==> config.mk <==
export PLATFORM = sky130hd
export DESIGN_NAME = bin_to_bcd_seq
export DESIGN_NICKNAME = d
export VERILOG_FILES = /design/src/rtl/bin_to_bcd_seq.sv
export SDC_FILE = /design/constraint.sdc
export NUM_CORES = 1
export LEC_CHECK = 0
export ABC_AREA = 1
export BUFFER_PORTS_ARGS = -buffer_cell sky130_fd_sc_hd__buf_4
export CAP_MARGIN = 20
export CELL_PAD_IN_SITES_DETAIL_PLACEMENT = 0
export CELL_PAD_IN_SITES_GLOBAL_PLACEMENT = 1
export CORE_UTILIZATION = 38
export CTS_CLUSTER_SIZE = 40
export DETAILED_ROUTE_END_ITERATION = 16
export GPL_TIMING_DRIVEN = 0
export HOLD_SLACK_MARGIN = 0.15
export PLACE_DENSITY_LB_ADDON = 0.12
export RECOVER_POWER = 100
export SYNTH_ARGS = -nofsm -noshare
export SYNTH_HDL_FRONTEND = slang
export SYNTH_SLANG_ARGS = --single-unit
==> constraint.sdc <==
create_clock -name clk -period 1.45 [get_ports clk]
set_input_delay 0.145 -clock clk [delete_from_list [all_inputs] [get_ports clk]]
set_output_delay 0.145 -clock clk [all_outputs]
set_load 0.02 [all_outputs]
==> src/rtl/bin_to_bcd_seq.sv <==
// bin_to_bcd_seq: sequential double-dabble converter, one input bit per clock.
// The result is a packed 4-digit BCD word. It is held stable between
// conversions so the downstream 7-segment driver can sample it on any cycle.
// Optional build macro: BIN2BCD_SAT_EN. When it is defined, inputs above 9999
// saturate to 16'h9999 and raise ovf. Otherwise the result is the input
// modulo 10000, and ovf is tied low.
module bin_to_bcd_seq #(
    parameter int IN_W = 14
) (
    input  logic            clk,
    input  logic            rst,
    input  logic            start,
    input  logic [IN_W-1:0] bin_in,
    output logic            busy,
    output logic            done,
    output logic [15:0]     bcd_out,
    output logic            ovf
);

    localparam int CNT_W = $clog2(IN_W + 1);

    typedef enum logic [1:0] {
        IDLE  = 2'd0,
        SHIFT = 2'd1,
        DONE  = 2'd2
    } state_t;

    state_t            state_q, state_d;
    logic [IN_W-1:0]   shreg_q, shreg_d;
    logic [15:0]       scratch_q, scratch_d;
    logic [CNT_W-1:0]  cnt_q, cnt_d;
    logic [15:0]       bcd_q, bcd_d;

    // Combinational view of one SHIFT step
    logic [15:0]       scratch_adj;
    logic [15:0]       scratch_sh;
    logic [IN_W-1:0]   shreg_sh;
    logic              last_bit;

`ifdef BIN2BCD_SAT_EN
    logic              sat_q, sat_d;
    logic              ovf_q, ovf_d;
`endif

    // Add 3 to every BCD digit that is 5 or more, so the following shift
    // carries correctly into the next digit. The carry out of digit 3 is lost.
    function automatic logic [15:0] dabble_adjust(input logic [15:0] s);
        logic [15:0] r;
        r = s;
        for (int i = 0; i < 4; i++) begin
            if (s[i*4 +: 4] >= 4'd5) begin
                r[i*4 +: 4] = s[i*4 +: 4] + 4'd3;
            end
        end
        return r;
    endfunction

    // Datapath for one conversion step: adjust the digits, then shift
    // {scratch, shreg} left by one bit.
    always_comb begin
        scratch_adj = dabble_adjust(scratch_q);
        scratch_sh  = {scratch_adj[14:0], shreg_q[IN_W-1]};
        shreg_sh    = {shreg_q[IN_W-2:0], 1'b0};
        last_bit    = (cnt_q == CNT_W'(1));
    end

    // Next-state logic: handshake sequencing, shift control and result capture
    always_comb begin
        state_d   = state_q;
        shreg_d   = shreg_q;
        scratch_d = scratch_q;
        cnt_d     = cnt_q;
        bcd_d     = bcd_q;
`ifdef BIN2BCD_SAT_EN
        sat_d     = sat_q;
        ovf_d     = ovf_q;
`endif
        unique case (state_q)
            IDLE: begin
                if (start) begin
                    shreg_d   = bin_in;
                    scratch_d = 16'h0000;
                    cnt_d     = CNT_W'(IN_W);
`ifdef BIN2BCD_SAT_EN
                    sat_d     = (32'(bin_in) > 32'd9999);
`endif
                    state_d   = SHIFT;
                end
            end
            SHIFT: begin
                shreg_d   = shreg_sh;
                scratch_d = scratch_sh;
                cnt_d     = cnt_q - CNT_W'(1);
                if (last_bit) begin
`ifdef BIN2BCD_SAT_EN
                    bcd_d = sat_q ? 16'h9999 : scratch_sh;
                    ovf_d = sat_q;
`else
                    bcd_d = scratch_sh;
`endif
                    state_d = DONE;
                end
            end
            DONE: begin
                state_d = IDLE;
            end
            default: begin
                state_d = IDLE;
            end
        endcase
    end

    // State and datapath registers; reset aborts any conversion in flight
    always_ff @(posedge clk or posedge rst) begin
        if (rst) begin
            state_q   <= IDLE;
            shreg_q   <= '0;
            scratch_q <= 16'h0000;
            cnt_q     <= '0;
            bcd_q     <= 16'h0000;
        end else begin
            state_q   <= state_d;
            shreg_q   <= shreg_d;
            scratch_q <= scratch_d;
            cnt_q     <= cnt_d;
            bcd_q     <= bcd_d;
        end
    end

`ifdef BIN2BCD_SAT_EN
    // Saturation flag latched at acceptance, and the overflow result register
    always_ff @(posedge clk or posedge rst) begin
        if (rst) begin
            sat_q <= 1'b0;
            ovf_q <= 1'b0;
        end else begin
            sat_q <= sat_d;
            ovf_q <= ovf_d;
        end
    end

    assign ovf = ovf_q;
`else
    assign ovf = 1'b0;
`endif

    // busy covers SHIFT and DONE. done is exactly the single DONE cycle.
    assign busy    = (state_q != IDLE);
    assign done    = (state_q == DONE);
    assign bcd_out = bcd_q;

endmodule

======== After elaboration in Yosys (flattened, before gate mapping) ========
Cells that the tools add are included.
cells by class
  multipliers ............................. 0
  $add $sub $neg .......................... 5
  equal/unequal tests ..................... 5
  mux-type cells .......................... 13
  shifts and indexed selects .............. 0
  order comparisons ....................... 4
  reductions and logical operators ........ 6
  div/mod/pow operators ................... 0
  bitwise operators ....................... 0
operators with widths
  kind                                                                                  number
  16-bit case mux with 2 select lines                                                   1
  14-bit case mux with 2 select lines                                                   1
  4-bit by 3-bit greater-or-equal comparator with 1-bit output (second input constant)  4
  16-bit 2-to-1 mux                                                                     1
  4-bit 2-to-1 mux                                                                      4
  14-bit 2-to-1 mux                                                                     1
  4-bit by 2-bit adder with 4-bit output (second input constant)                        3
  4-bit case mux with 2 select lines                                                    1
  2-bit AND reduction                                                                   3
  4-bit by 1-bit equality test with 1-bit output (second input constant)                1
  2-bit 2-to-1 mux                                                                      2
  2-bit inequality test (second input constant)                                         2
  2-bit case mux with 2 select lines                                                    1
  2-bit nonzero test                                                                    2
  4-bit by 1-bit subtractor with 4-bit output (second input constant)                   1
  3-bit by 2-bit adder with 3-bit output (second input constant)                        1
  3-bit 2-to-1 mux                                                                      1
  2-bit by 1-bit equality test with 1-bit output (second input constant)                1
  2-bit equality test (second input constant)                                           1
  2-bit zero test                                                                       1
word-level totals
  latch bits .............................. 0
  output and inout port bits .............. 19
  input port bits ......................... 17
  memories ................................ 0
  flip-flop bits (word level) ............. 52
  ROM bits ................................ 0
  memory bits (writable) .................. 0

======== Longest topological paths before layout ========
  depth after elaboration ................. 3
  gate-level depth with buffers ........... 8
  mapped depth without buffers ............ 8

======== Worst setup path before layout ========
Ideal clock, no wire load.
  kind .................................... register to register
  start ................................... register cnt_q[1]
  end ..................................... register bcd_q[12] (netlist: bcd_out[12])
  setup slack ............................. 0.202 ns
  arrival ................................. 1.130 ns
  path buffers ............................ 1
  stages on the path, launching flop included .. 9
  path through ............................ dfrtp_1 > inv_1 > ha_1 > nand3_1 > nor2_4 > inv_2 > buf_2 > nand2_1 > nand2_1
on the way
  word-level cells in the longest chain between the ends .. 2
ends and longest elaborated chain
  element                                         line  text
  start, declared                                 31    logic [CNT_W-1:0] cnt_q, cnt_d;
  start signal, assigned                          125   cnt_q <= cnt_d;
  4-bit by 1-bit equality test with 1-bit output  64    last_bit = (cnt_q == CNT_W'(1));
  2-bit AND reduction (no line)                   n/a
  end signal, assigned                            120   bcd_q <= 16'h0000;
  end signal, assigned                            126   bcd_q <= bcd_d;
  end, declared                                   32    logic [15:0] bcd_q, bcd_d;
Every way passes these cells.
A chain may end at the register's enable or synchronous reset.

======== Worst setup path after layout ========
  start ................................... register state_q[0]
  end ..................................... output port busy
on the way
  word-level cells in the longest chain between the ends .. 1
ends and longest elaborated chain
  element                 line  text
  start, declared         28    state_t state_q, state_d;
  start signal, assigned  122   state_q <= state_d;
  2-bit nonzero test      148   assign busy = (state_q != IDLE);
  end, declared           14    output logic busy,
Every way passes these cells.

==> load_flow_metrics.sql <==
INSERT INTO impl_metrics (metric_group, metric, value, unit) VALUES
('yosys', 'dominant_cells_by_area_after_synthesis', 'dfrtp_1, nand2_1, nand3_1, ha_1, o21ai_0', ''),
('critical_path', 'critPathMaxFanout', '4', ''),
('layout', 'register_area', '0.00130', 'mm^2'),
('sta', 'final-setup-viol-count', '0', ''),
('routing', 'route.detailed.wl_per_inst', '12.5', 'um'),
('pwr', 'total_power', '6.73', 'mW'),
('yosys', 'post_synthesis_adder_cell_area_fraction', '0.0488', ''),
('sta', 'timing.hold.ws', '0.206', 'ns'),
('sta', 'maxClockFrequency', '736', 'MHz'),
('yosys', 'syn_area', '0.00256', 'mm^2'),
('yosys', 'synth.distinct_cells', '21', ''),
('sta', 'finClkSkew', '0.00758', 'ns'),
('routing', 'antenna_left', '0', ''),
('yosys', 'ys_seq_area_frac', '0.508', ''),
('sta', 'slew-limit-headroom', '0.413', ''),
('yosys', 'synthesis.nets', '338', ''),
('sta', 'finalWorstPathRequiredPeriod', '1.36', 'ns'),
('run_status', 'failed_checks', 'DRC', ''),
('grt', 'grt_start_max_net_pins', '33', ''),
('critical_path', 'worst-endpoint-required', '1.31', 'ns'),
('layout', 'area_delta_synth_final', '23.9', '%'),
('flow_run', 'max-cap-violations', '0', ''),
('clock_tree', 'clk_path_buf_depth', '2', ''),
('clock_tree', 'cts_tree', 'built', ''),
('routing', 'drc_errors', '6', ''),
('routing', 'met2RoutedLength', '2650', 'um'),
('sta', 'worst_slew_pin_tran', '0.879', 'ns'),
('layout', 'fin_area', '0.00317', 'mm^2'),
('yosys', 'count_of_warnings_emitted_by_yosys', '0', ''),
('grt', 'grt_pass1_wl', '9740', 'um'),
('yosys', 'main_combinational_cell_family_by_area_after_synthesis', 'simple AND/OR/NAND/NOR gates', ''),
('yosys', 'synth-seq-cells', '52', ''),
('routing', 'top_layer', 'met4', ''),
('placement', 'placed_area', '0.00293', 'mm^2'),
('routing', 'drt-total-wl', '5660', 'um'),
('pwr', 'ir_drop', '0.783', 'mV'),
('placement', 'buffer_ports.inserted', '34', ''),
('clock_tree', 'cts.reportedPaths.clkPinSlew', '0.09', 'ns'),
('critical_path', 'reg2reg_from', 'state_q[0]', ''),
('critical_path', 'crit_path_start_kind', 'flip-flop', ''),
('layout', 'multi_input_logic_area', '0.00110', 'mm^2'),
('sta', 'drv_slew', '0', ''),
('clock_tree', 'cts_inserted_buffers', '5', ''),
('die', 'start_util', '0.399', ''),
('routing', 'route.layer.met1.wl', '2760', 'um'),
('yosys', 'synth_largest_area_cell', 'dfrtp_1', ''),
('placement', 'place_congestion', '0.815', ''),
('routing', 'avg_vias_per_cell', '4.85', ''),
('pwr', 'p_per_area', '2120', 'mW/mm^2'),
('clock_tree', 'cts_sinks', '52', ''),
('die', 'floorplan.core_area', '0.00642', 'mm^2'),
('hold_path', 'hold_path.startpoint', 'start', ''),
('grt', 'grt_antenna_before_repair', '0', ''),
('clock_tree', 'clock_latency', '0.31', 'ns'),
('routing', 'detailroute.wirelength.met3', '173', 'um'),
('grt', 'first_global_vias', '2123', ''),
('grt', 'globalRouteOverflowTotal', '0', ''),
('routing', 'detailedRoute.firstPassIterationCount', '10', ''),
('critical_path', 'crit_type', 'flip-flop to output port', ''),
('yosys', 'post_synth_and_or_nand_nor_area_fraction', '0.276', ''),
('grt', 'global_route.usage.total', '0.173', ''),
('pwr', 'leakage_power', '1.60', 'nW'),
('yosys', 'synth_cells', '311', ''),
('sta', 'final.period_utilization', '0.937', ''),
('yosys', 'synth-compound-area-share', '0.0962', ''),
('hold_path', 'holdCritPathClass', 'input pin to flip-flop', ''),
('die', 'die_area', '0.00708', 'mm^2'),
('yosys', 'synth_common_cells', 'nand2_1, dfrtp_1, nand3_1', ''),
('layout', 'fill_cells', '675', ''),
('critical_path', 'critical_path.endpoint_type', 'output port', ''),
('run_status', 'outcome', 'finished with violations', '');
==> routing by layer <==
metal  vias up  track usage
met3         6       0.0317
li1       1138            -
met2        37        0.292
met4         0       0.0533
met5         -            0
met1      1009        0.227
==> layout make-up <==
cell class / instances / area share
multi-input combinational: 220 / 0.346
clock buffer: 7 / 0.0272
timing repair buffer: 57 / 0.128
inverter: 28 / 0.0335
sequential: 52 / 0.410
clock inverter: 1 / 0.00237
buffer: 10 / 0.0217
tap: 77 / 0.0304
==> timing repair <==
action / 4_1_cts / 5_1_grt
endpoints found under the setup margin: 7 / 22
pin swaps: 1 / 2
hold endpoints to repair: 34 / 0
hold buffers: 15 / 0
resized for setup: 2 / 5
buffers inserted: 3 / 4
==> report_power, final <==
| part | internal (mW) | switching, mW | leakage (nW) |
|---|---|---|---|
| combinational | 1.16 | 2.11 | 0.922 |
| clock | 0.389 | 0.486 | 0.0445 |
| sequential | 2.15 | 0.427 | 0.631 |
==> final timing paths <==
path                                      end  slack, ns  depth (start not counted)
worst max-delay path                     busy       0.09                          3
worst min-delay path               state_q[0]       0.21                          3
max in group asynchronous       scratch_q[10]       0.21                          4
min in group asynchronous          shreg_q[6]       0.57                          3
worst max register to register   scratch_q[4]       0.11                          6
worst min register to register     bcd_out[5]       0.48                          2
==> critical path, stage by stage (launching register included) <==
cell        delay (ns)
dfrtp_1           0.44
clkinvlp_2        0.19
nand2_1           0.11
clkbuf_2          0.17
==> sequential cells by signal (all words and copies together), names as in the netlist <==
signal / flops
state_q: 2
shreg_q: 14
bcd_out: 16
scratch_q: 16
cnt_q: 4
==> kinds of logic after synthesis <==
| kind of cell | after synthesis |
|---|---|
| adders and majority gates | 10 |
| other | 1 |
| AOI/OAI and AO/OA | 44 |
| and+or+nand+nor | 165 |
| DFF | 52 |
| buffers and inverters | 39 |
==> layout by cell type (no fill, tap or decap), types with 6 or more instances in the layout <==
cell type,instances
buf_4,26
clkbuf_1,19
clkbuf_8,6
dfrtp_1,52
dlygate4sd3_1,15
ha_1,10
inv_1,22
nand2_1,100
nand3_1,32
nand4_1,8
nor2_1,17
o21ai_0,29
o22ai_1,6
==> stage by stage <==
step	std cells	setup slack [ns]
CTS	448	0.0190
floorplan	311	0.0471
finish	452	0.0919
global route	452	-0.000297
global placement	422	-0.737
detailed placement	423	0.0103
Note: power is estimated with default switching activity, not from simulation.
